===== config.mk =====
export PLATFORM = sky130hd
export DESIGN_NAME = spi_command_decoder
export DESIGN_NICKNAME = d
export VERILOG_FILES = /design/src/rtl/spi_command_decoder.sv
export SDC_FILE = /design/constraint.sdc
export NUM_CORES = 1
export LEC_CHECK = 0
export CORE_MARGIN = 2
export CORE_UTILIZATION = 30
export DETAILED_ROUTE_END_ITERATION = 10
export HOLD_SLACK_MARGIN = 0.06
export PLACE_DENSITY = 0.51
export SLEW_MARGIN = 40
export SYNTH_ARGS = -nofsm -noshare
export SYNTH_HDL_FRONTEND = slang
export SYNTH_SLANG_ARGS = --single-unit

===== constraint.sdc =====
create_clock -name clk_i -period 5.39 [get_ports clk_i]
set_input_delay 0.8085 -clock clk_i [delete_from_list [all_inputs] [get_ports clk_i]]
set_output_delay 0.8085 -clock clk_i [all_outputs]
set_load 0.05 [all_outputs]

===== src/rtl/spi_command_decoder.sv =====
// SPI command deframer: builds instruction/address/value commands and drives the SPI tx byte.
// Optional FRAME_TIMEOUT_EN aborts a PAYLOAD frame after TIMEOUT_CYCLES idle cycles.
package titan_comms_pkg;
  localparam logic [7:0] OP_WRITE              = 8'h01;
  localparam logic [7:0] OP_READ               = 8'h02;
  localparam logic [7:0] OP_BIND_INTERRUPT     = 8'h03;
  localparam logic [7:0] OP_BIND_READ_ADDRESS  = 8'h04;
  localparam logic [7:0] OP_BIND_WRITE_ADDRESS = 8'h05;
  localparam logic [7:0] OP_TRANSFER           = 8'h06;
  localparam logic [7:0] OP_REPEAT             = 8'h07;
  localparam logic [7:0] OP_STREAM             = 8'h08;
endpackage

module spi_command_decoder
  import titan_comms_pkg::*;
#(
  parameter int ADDRESS_WIDTH  = 24,
  parameter int VALUE_WIDTH    = 32,
  parameter int TIMEOUT_CYCLES = 1024
) (
  input  logic                     clk_i,
  input  logic                     rst_ni,
  input  logic                     spi_rx_valid_i,
  input  logic [7:0]               spi_rx_byte_i,
  input  logic [VALUE_WIDTH-1:0]   result_i,
  input  logic [VALUE_WIDTH-1:0]   stream_i,
  output logic [7:0]               instruction_o,
  output logic [ADDRESS_WIDTH-1:0] address_o,
  output logic [VALUE_WIDTH-1:0]   value_o,
  output logic                     cmd_valid_o,
  output logic [7:0]               spi_tx_byte_o,
  output logic                     busy_o,
  output logic                     error_o
);

  localparam int AB = ADDRESS_WIDTH / 8;
  localparam int VB = VALUE_WIDTH / 8;
  localparam int TW = ADDRESS_WIDTH + VALUE_WIDTH;
  localparam int RW = $clog2(AB + VB + 1);
  localparam int PW = (VB > 1) ? $clog2(VB) : 1;
  localparam int SW = $clog2(VB + 1);

  typedef enum logic {
    IDLE,
    PAYLOAD
  } state_e;

  state_e                   state_q;
  logic [7:0]               op_q;
  logic [RW-1:0]            remain_q;
  logic [TW-9:0]            asm_q;
  logic [VALUE_WIDTH-1:0]   ssh_q;
  logic [SW-1:0]            sidx_q;
  logic [VALUE_WIDTH-1:0]   rsh_q;
  logic [PW-1:0]            ptr_q;
  logic [7:0]               instr_q;
  logic [ADDRESS_WIDTH-1:0] addr_q;
  logic [VALUE_WIDTH-1:0]   value_q;
  logic                     cmd_q;
  logic [7:0]               tx_q;
  logic                     busy_q;
  logic                     err_q;

  function automatic logic [7:0] byte_at(
    input logic [VALUE_WIDTH-1:0] w,
    input int unsigned            idx
  );
    logic [VALUE_WIDTH-1:0] s;
    s = w << (idx * 8);
    return s[VALUE_WIDTH-1 -: 8];
  endfunction

  logic [RW-1:0] rx_len;
  logic          rx_multi;
  logic          rx_known;

  always_comb begin
    rx_len   = '0;
    rx_multi = 1'b0;
    rx_known = 1'b1;
    unique case (1'b1)
      (spi_rx_byte_i == OP_WRITE): begin
        rx_len   = RW'(AB + VB);
        rx_multi = 1'b1;
      end
      (spi_rx_byte_i == OP_READ),
      (spi_rx_byte_i == OP_BIND_INTERRUPT),
      (spi_rx_byte_i == OP_BIND_READ_ADDRESS),
      (spi_rx_byte_i == OP_BIND_WRITE_ADDRESS): begin
        rx_len   = RW'(AB);
        rx_multi = 1'b1;
      end
      (spi_rx_byte_i == OP_STREAM): begin
        rx_len   = RW'(VB);
        rx_multi = 1'b1;
      end
      (spi_rx_byte_i == OP_TRANSFER),
      (spi_rx_byte_i == OP_REPEAT): begin
        rx_len = '0;
      end
      default: rx_known = 1'b0;
    endcase
  end

  logic [TW-1:0]          asm_d;
  logic [VALUE_WIDTH-1:0] xfer_word;
  logic [PW-1:0]          ptr_d;
  logic [7:0]             stream_d;

  assign asm_d     = {asm_q, spi_rx_byte_i};
  assign xfer_word = (ptr_q == '0) ? result_i : rsh_q;
  assign ptr_d     = (ptr_q == PW'(VB - 1)) ? '0 : ptr_q + 1'b1;
  assign stream_d  = (sidx_q < SW'(VB)) ? byte_at(ssh_q, 32'(sidx_q)) : 8'h00;

`ifdef FRAME_TIMEOUT_EN
  localparam int TMW = $clog2(TIMEOUT_CYCLES + 1);
  logic [TMW-1:0] tmo_q;
`else
  logic unused_tmo;
  assign unused_tmo = ^TIMEOUT_CYCLES;
`endif

  always_ff @(posedge clk_i or negedge rst_ni) begin
    if (!rst_ni) begin
      state_q  <= IDLE;
      op_q     <= '0;
      remain_q <= '0;
      asm_q    <= '0;
      ssh_q    <= '0;
      sidx_q   <= '0;
      rsh_q    <= '0;
      ptr_q    <= '0;
      instr_q  <= '0;
      addr_q   <= '0;
      value_q  <= '0;
      cmd_q    <= 1'b0;
      tx_q     <= '0;
      busy_q   <= 1'b0;
      err_q    <= 1'b0;
`ifdef FRAME_TIMEOUT_EN
      tmo_q    <= '0;
`endif
    end else begin
      cmd_q <= 1'b0;
      err_q <= 1'b0;
`ifdef FRAME_TIMEOUT_EN
      // a byte on the expiry cycle wins over the timeout
      if (state_q == PAYLOAD && !spi_rx_valid_i) begin
        if (tmo_q == TMW'(TIMEOUT_CYCLES - 1)) begin
          state_q <= IDLE;
          busy_q  <= 1'b0;
          err_q   <= 1'b1;
          tx_q    <= 8'h00;
          tmo_q   <= '0;
        end else begin
          tmo_q <= tmo_q + 1'b1;
        end
      end
`endif
      if (spi_rx_valid_i) begin
        if (state_q == IDLE) begin
          if (rx_multi) begin
            op_q     <= spi_rx_byte_i;
            remain_q <= rx_len;
            asm_q    <= '0;
            state_q  <= PAYLOAD;
            busy_q   <= 1'b1;
`ifdef FRAME_TIMEOUT_EN
            tmo_q    <= '0;
`endif
          end
          if (spi_rx_byte_i == OP_STREAM) begin
            ssh_q  <= stream_i;
            tx_q   <= byte_at(stream_i, 0);
            sidx_q <= SW'(1);
          end
          if (spi_rx_byte_i == OP_TRANSFER) begin
            if (ptr_q == '0) rsh_q <= result_i;
            tx_q  <= byte_at(xfer_word, 32'(ptr_q));
            ptr_q <= ptr_d;
          end
          if (spi_rx_byte_i == OP_REPEAT) begin
            ptr_q <= '0;
            tx_q  <= 8'h00;
          end
          if (!rx_known) begin
            err_q <= 1'b1;
            tx_q  <= 8'h00;
          end
        end else begin
          asm_q    <= asm_d[TW-9:0];
          remain_q <= remain_q - 1'b1;
`ifdef FRAME_TIMEOUT_EN
          tmo_q    <= '0;
`endif
          if (op_q == OP_STREAM) begin
            tx_q   <= stream_d;
            sidx_q <= (sidx_q < SW'(VB)) ? sidx_q + 1'b1 : sidx_q;
          end
          if (remain_q == RW'(1)) begin
            state_q <= IDLE;
            busy_q  <= 1'b0;
            cmd_q   <= 1'b1;
            instr_q <= op_q;
            unique case (1'b1)
              (op_q == OP_WRITE): begin
                addr_q  <= asm_d[TW-1 -: ADDRESS_WIDTH];
                value_q <= asm_d[VALUE_WIDTH-1:0];
              end
              (op_q == OP_STREAM): begin
                addr_q  <= '0;
                value_q <= asm_d[VALUE_WIDTH-1:0];
              end
              default: begin
                addr_q  <= asm_d[ADDRESS_WIDTH-1:0];
                value_q <= '0;
              end
            endcase
          end
        end
      end
    end
  end

  assign instruction_o = instr_q;
  assign address_o     = addr_q;
  assign value_o       = value_q;
  assign cmd_valid_o   = cmd_q;
  assign spi_tx_byte_o = tx_q;
  assign busy_o        = busy_q;
  assign error_o       = err_q;

endmodule


# Word-level counts from Yosys, hierarchy flattened

Cells that the tools add are included.

Output and inout bits: 75
Logic and storage cells: 91
Register bits: 204
Input bits: 75

Add/sub/neg operators: 3
Reductions and logical operators: 17
Bitwise operators: 1
Order comparisons: 1
Muxes and demuxes: 36
Shift operators: 2
Equality and inequality tests: 16

Operators by type and width:

| cell                | number |
|---|---|
| $mux 48             | 2 |
| $mux 32             | 2 |
| $mux 8              | 7 |
| $pmux 24 s2         | 1 |
| $eq 8x3->1 const B  | 4 |
| $shl 32x5->32       | 1 |
| $shl 32x6->32       | 1 |
| $reduce_and 3->1    | 7 |
| $mux 3              | 6 |
| $eq 8x1->1 const B  | 2 |
| $eq 8x2->1 const B  | 2 |
| $eq 8x4->1 const B  | 2 |
| $mux 1              | 14 |
| $pmux 3 s3          | 1 |
| $reduce_or 8->1     | 1 |
| $mux 2              | 3 |
| $ne 2x1->1 const B  | 3 |
| $reduce_bool 2->1   | 3 |
| $reduce_or 6->1     | 1 |
| $ne 5x2->1 const B  | 1 |
| $reduce_and 4->1    | 1 |
| $reduce_or 4->1     | 1 |
| $add 3x1->3 const B | 1 |
| $eq 3x1->1 const B  | 1 |
| 8 further kinds     | 8 |

# Longest topological paths before layout

Depth after elaboration: 7
Mapped depth: 11
Depth with buffers taken out: 7

# Least setup slack after synthesis

OpenSTA, ideal clock, no wires.

Kind: input-to-reg
From: in spi_rx_byte_i[5]
To: reg rsh_q[18]
Arrival: 2209 ps
Stages: 5
Path slack: 3056 ps
Path buffers: 1
Data required time: 5265 ps
Setup time: 125 ps
Cells stage by stage: nor4_4 nand3_4 nor4_4 buf_6 mux2_2

Cells in the longest elaborated chain, start to end: 2

RTL lines:

| what                       | line | text |
|---|---|---|
| start, declared            | 24   | `input logic [7:0] spi_rx_byte_i,` |
| $eq 8x3->1                 | 177  | `if (spi_rx_byte_i == OP_TRANSFER) begin` |
| $reduce_and 3->1 (no line) | -    |  |
| end signal, assigned       | 178  | `if (ptr_q == '0) rsh_q <= result_i;` |
| end, declared              | 54   | `logic [VALUE_WIDTH-1:0] rsh_q;` |

No other way between the ends.
A chain may end at the register's enable or synchronous reset.

# Worst setup path after layout

From: in spi_rx_byte_i[3]
To: reg asm_q[30]

Cells in the longest elaborated chain, start to end: 5
Elaborated cells between the ends (all ways): 10
Classes of those cells: eq/ne (6); mux (1); reduce/logical (3)

RTL lines:

| what                                     | line | text |
|---|---|---|
| $eq 8x1->1, or another cell as far along | 82   | `(spi_rx_byte_i == OP_WRITE): begin` |
| $reduce_or 6->1 (no line) (*)            | -    |  |
| $mux 1 (*)                               | 81   | `unique case (1'b1)` |
| $reduce_bool 2->1 (no line) (*)          | -    |  |
| $reduce_and 2->1 (no line) (*)           | -    |  |
| end signal, assigned                     | 191  | `asm_q <= asm_d[TW-9:0];` |
| end, declared                            | 51   | `logic [TW-9:0] asm_q;` |

Every way passes the cells marked *; elsewhere a longest branch is shown, timed or not.

==> impl_metrics.ini <==
[outcome]
run_status = complete, no violations

[logic_synthesis]
mappedNetlistNets = 764
yosysSeqAreaShare_pct = 57.0
postSynthAreaPerCell_um2 = 13.1
synth_enable_flop_cells = 0
leading_cell_types_by_count_after_synthesis = 204 x dfrtp_1, 80 x a22o_1, 74 x mux2_2, 37 x nand2_1, 31 x o21ai_0
synth_top_area_share_pct = 57.0
synth.most_common_cell = dfrtp_1
synthDistinctLibCells = 56
synth-seq-cells = 204
synth.yosys.warnings = 0
synthDominantAreaCellType = dfrtp_1
synth.cell_area_um2 = 8960
synth.top_cells.by_area = dfrtp_1 57%, mux2_2 9.3%, a22o_1 7.8%
syn_inst = 684
synth_flop_cell = dfrtp_1
ys_async_sr_fraction_pct = 100

[timing]
grt_setup_unrepaired = no
final_min_period_over_clock_period_pct = 56.6
final-setup-viol-count = 0
drv_slew = 0
finalCriticalPeriod_ns = 3.05
timing.max_slew.rel_slack_pct = 48.7
tightestPinTransition_ns = 0.767
setup_tns_ns = 0
fmax_mhz = 328
fin_skew_ns = 0.0181
setup_slack_ns = 2.34
hold_violations = 0

[hold_path]
hold_path.class = input pin to async pin

[pwr]
power.density_cell_area_nw_per_um2 = 475
power_leakage_nw = 5.19
max-vdd-ir-drop_mv = 0.215
final_power_mw = 5.52

[cts]
clock_tree.buffer_depth = 3
cts_setup_buffers = 0
cts_max_level = 1
clock_tree_sinks = 204
holdBufCountCts = 0
numCtsBuffers = 24
tritoncts = built
clkLatencyLatePin_ns = 0.51
clkSlewWorstSetupHoldPaths_ns = 0.05
clockRootBuffer = clkbuf_16
post_cts.resized_instances = 0

[cells_and_area]
filler_cell_count = 2851
layout-area-overhead-vs-synth_pct = 29.8
diodes = 0
layout-drive-gt1-share_pct = 19.6
register_area_um2 = 5100
multi_input_area_um2 = 3530
final_area_um2 = 11600
num-nets-final = 893

[placement]
finalWeightedCongestion = 0.751
post-place-ws_ns = 1.85
placed_area_um2 = 10800
numPortBuffers = 149
place.detailed.hpwl_mm = 15.8

[global_routing]
pin_count_of_the_biggest_net_entering_global_routing = 107
grt_pass1_wl_mm = 36.7
grt_pass1_vias = 6111
antenna_found_initial = 2
grt_use_total_pct = 15.0
overflow = 0

[die]
core.rowCount = 63
number_of_i_o_pins = 150
initial_utilization_pct = 30.4
die_y_um = 177
chipWidth_um = 177
area_enclosed_by_the_die_boundary_um2 = 31300
core_area_um2 = 29500

[worst_setup_path]
crit_type = input pin to flop
critPathLaunchType = input pin
crit_path_max_fanout = 21
crit_required_ns = 5.82
worst-endpoint-arrival_ns = 3.48
setup.worst_path.end_class = flop

[route]
drt_iter0_markers = 272
postRouteAntennaNets = 0
iteration_count_of_the_initial_detailed_routing_pass = 4
route.detailed.vias_per_inst = 4.97
route.detailed.wl_per_inst_um = 18.8
remaining_drc_errors = 0
route.final.wire_length_mm = 23.0
total_number_of_vias = 6067

[job]
max_cap_viols = 0
## state kept, by name (all words and copies together), names as in the netlist
name / cells
address_o: 24
asm_q: 48
busy_o: 1
cmd_valid_o: 1
error_o: 1
instruction_o: 8
op_q: 8
ptr_q: 2
remain_q: 3
rsh_q: 32
sidx_q: 3
spi_tx_byte_o: 8
ssh_q: 32
state_q: 1
value_o: 32
## routing by layer
layer / track usage, % / vias up / wire length (um)
met4: 2.96 / 0 / 371
li1: - / 2848 / -
met1: 20.8 / 3037 / 10200
met3: 3.72 / 29 / 1560
met2: 23.7 / 153 / 10800
met5: 0 / - / 0
## cells by family after synthesis
logic type / after synthesis / share of synthesized area (%)
buffers and inverters: 68 / 3.84
XOR/XNOR: 4 / 0.391
AND/OR/NAND/NOR: 118 / 6.98
AO/OA/AOI/OAI: 183 / 15.3
flip-flops: 204 / 57.0
adder cells (fa/ha/maj): 5 / 0.698
multiplexers: 102 / 15.8
## path summary, 6_finish.rpt
path                             startpoint            end  slack, ns  cells past startpoint
setup / recovery           spi_rx_byte_i[3]      asm_q[30]       2.34                      7
hold / removal                       rst_ni    value_o[21]       0.16                      1
setup reg to reg                   ptr_q[1]      rsh_q[15]       2.76                      6
hold reg to reg               address_o[19]  address_o[19]       0.48                      2
max in group asynchronous            rst_ni   address_o[0]       4.41                      2
min in group clk_i            address_o[19]  address_o[19]       0.48                      2
## worst max-delay path, cell delays in order
cell and delay [ns]:
clkdlybuf4s50_1 0.75, nand2b_1 0.48, o221ai_1 0.28, a21oi_4 0.55
buf_16 0.23, buf_4 0.21, a22o_1 0.15
## metrics by stage
stage / instances / util [%] / hold slack [ns]
floorplan: 684 / - / 0.452
global placement: 1174 / 36.4 / 0.461
detailed placement: 1176 / 36.6 / 0.469
CTS: 1219 / 39.3 / 0.430
global route: 1220 / 39.4 / 0.158
finish: 1220 / 39.4 / 0.159
## placed cells by master, fill, tap and decap left out, types with 2 or more instances in the layout
master           count
and2b_1              2
clkinv_2             3
and2_1               2
clkbuf_1             4
xnor2_1              3
mux2_1               3
a22o_1              80
o221ai_1             2
nand3_1              3
nor2_1              19
clkbuf_8             6
buf_12               2
bufinv_16            2
mux4_2              24
o21ai_1              2
clkbuf_16           25
nand2b_1            11
nor4_4               2
nor2b_1              3
nand2_1             36
a22oi_1             24
ha_1                 4
o21a_1               8
buf_16               2
buf_4                7
a31oi_1              8
clkinvlp_4           3
a21oi_1             15
clkdlybuf4s50_1    148
a221oi_1             2
mux2_2              74
nor3_1              19
dfrtp_1            204
nor4_1               9
inv_1                9
o21ai_0             31
## where the power goes
group / switching [mW] / internal [mW] / leakage [nW] / total (mW)
Sequential: 0.360 / 1.88 / 2.75 / 2.24
Clock: 0.633 / 1.02 / 0.396 / 1.66
Combinational: 0.971 / 0.657 / 2.05 / 1.63
## cell type report
| cell class | count | area share (%) |
|---|---|---|
| Multi-Input combinational cell | 412 | 30.3 |
| Inverter | 11 | 0.355 |
| Tap cell | 390 | 4.20 |
| Clock buffer | 35 | 6.22 |
| Sequential cell | 204 | 43.9 |
| Clock inverter | 8 | 0.839 |
| Timing Repair Buffer | 160 | 14.1 |
Power figures use the tool's default switching activity.
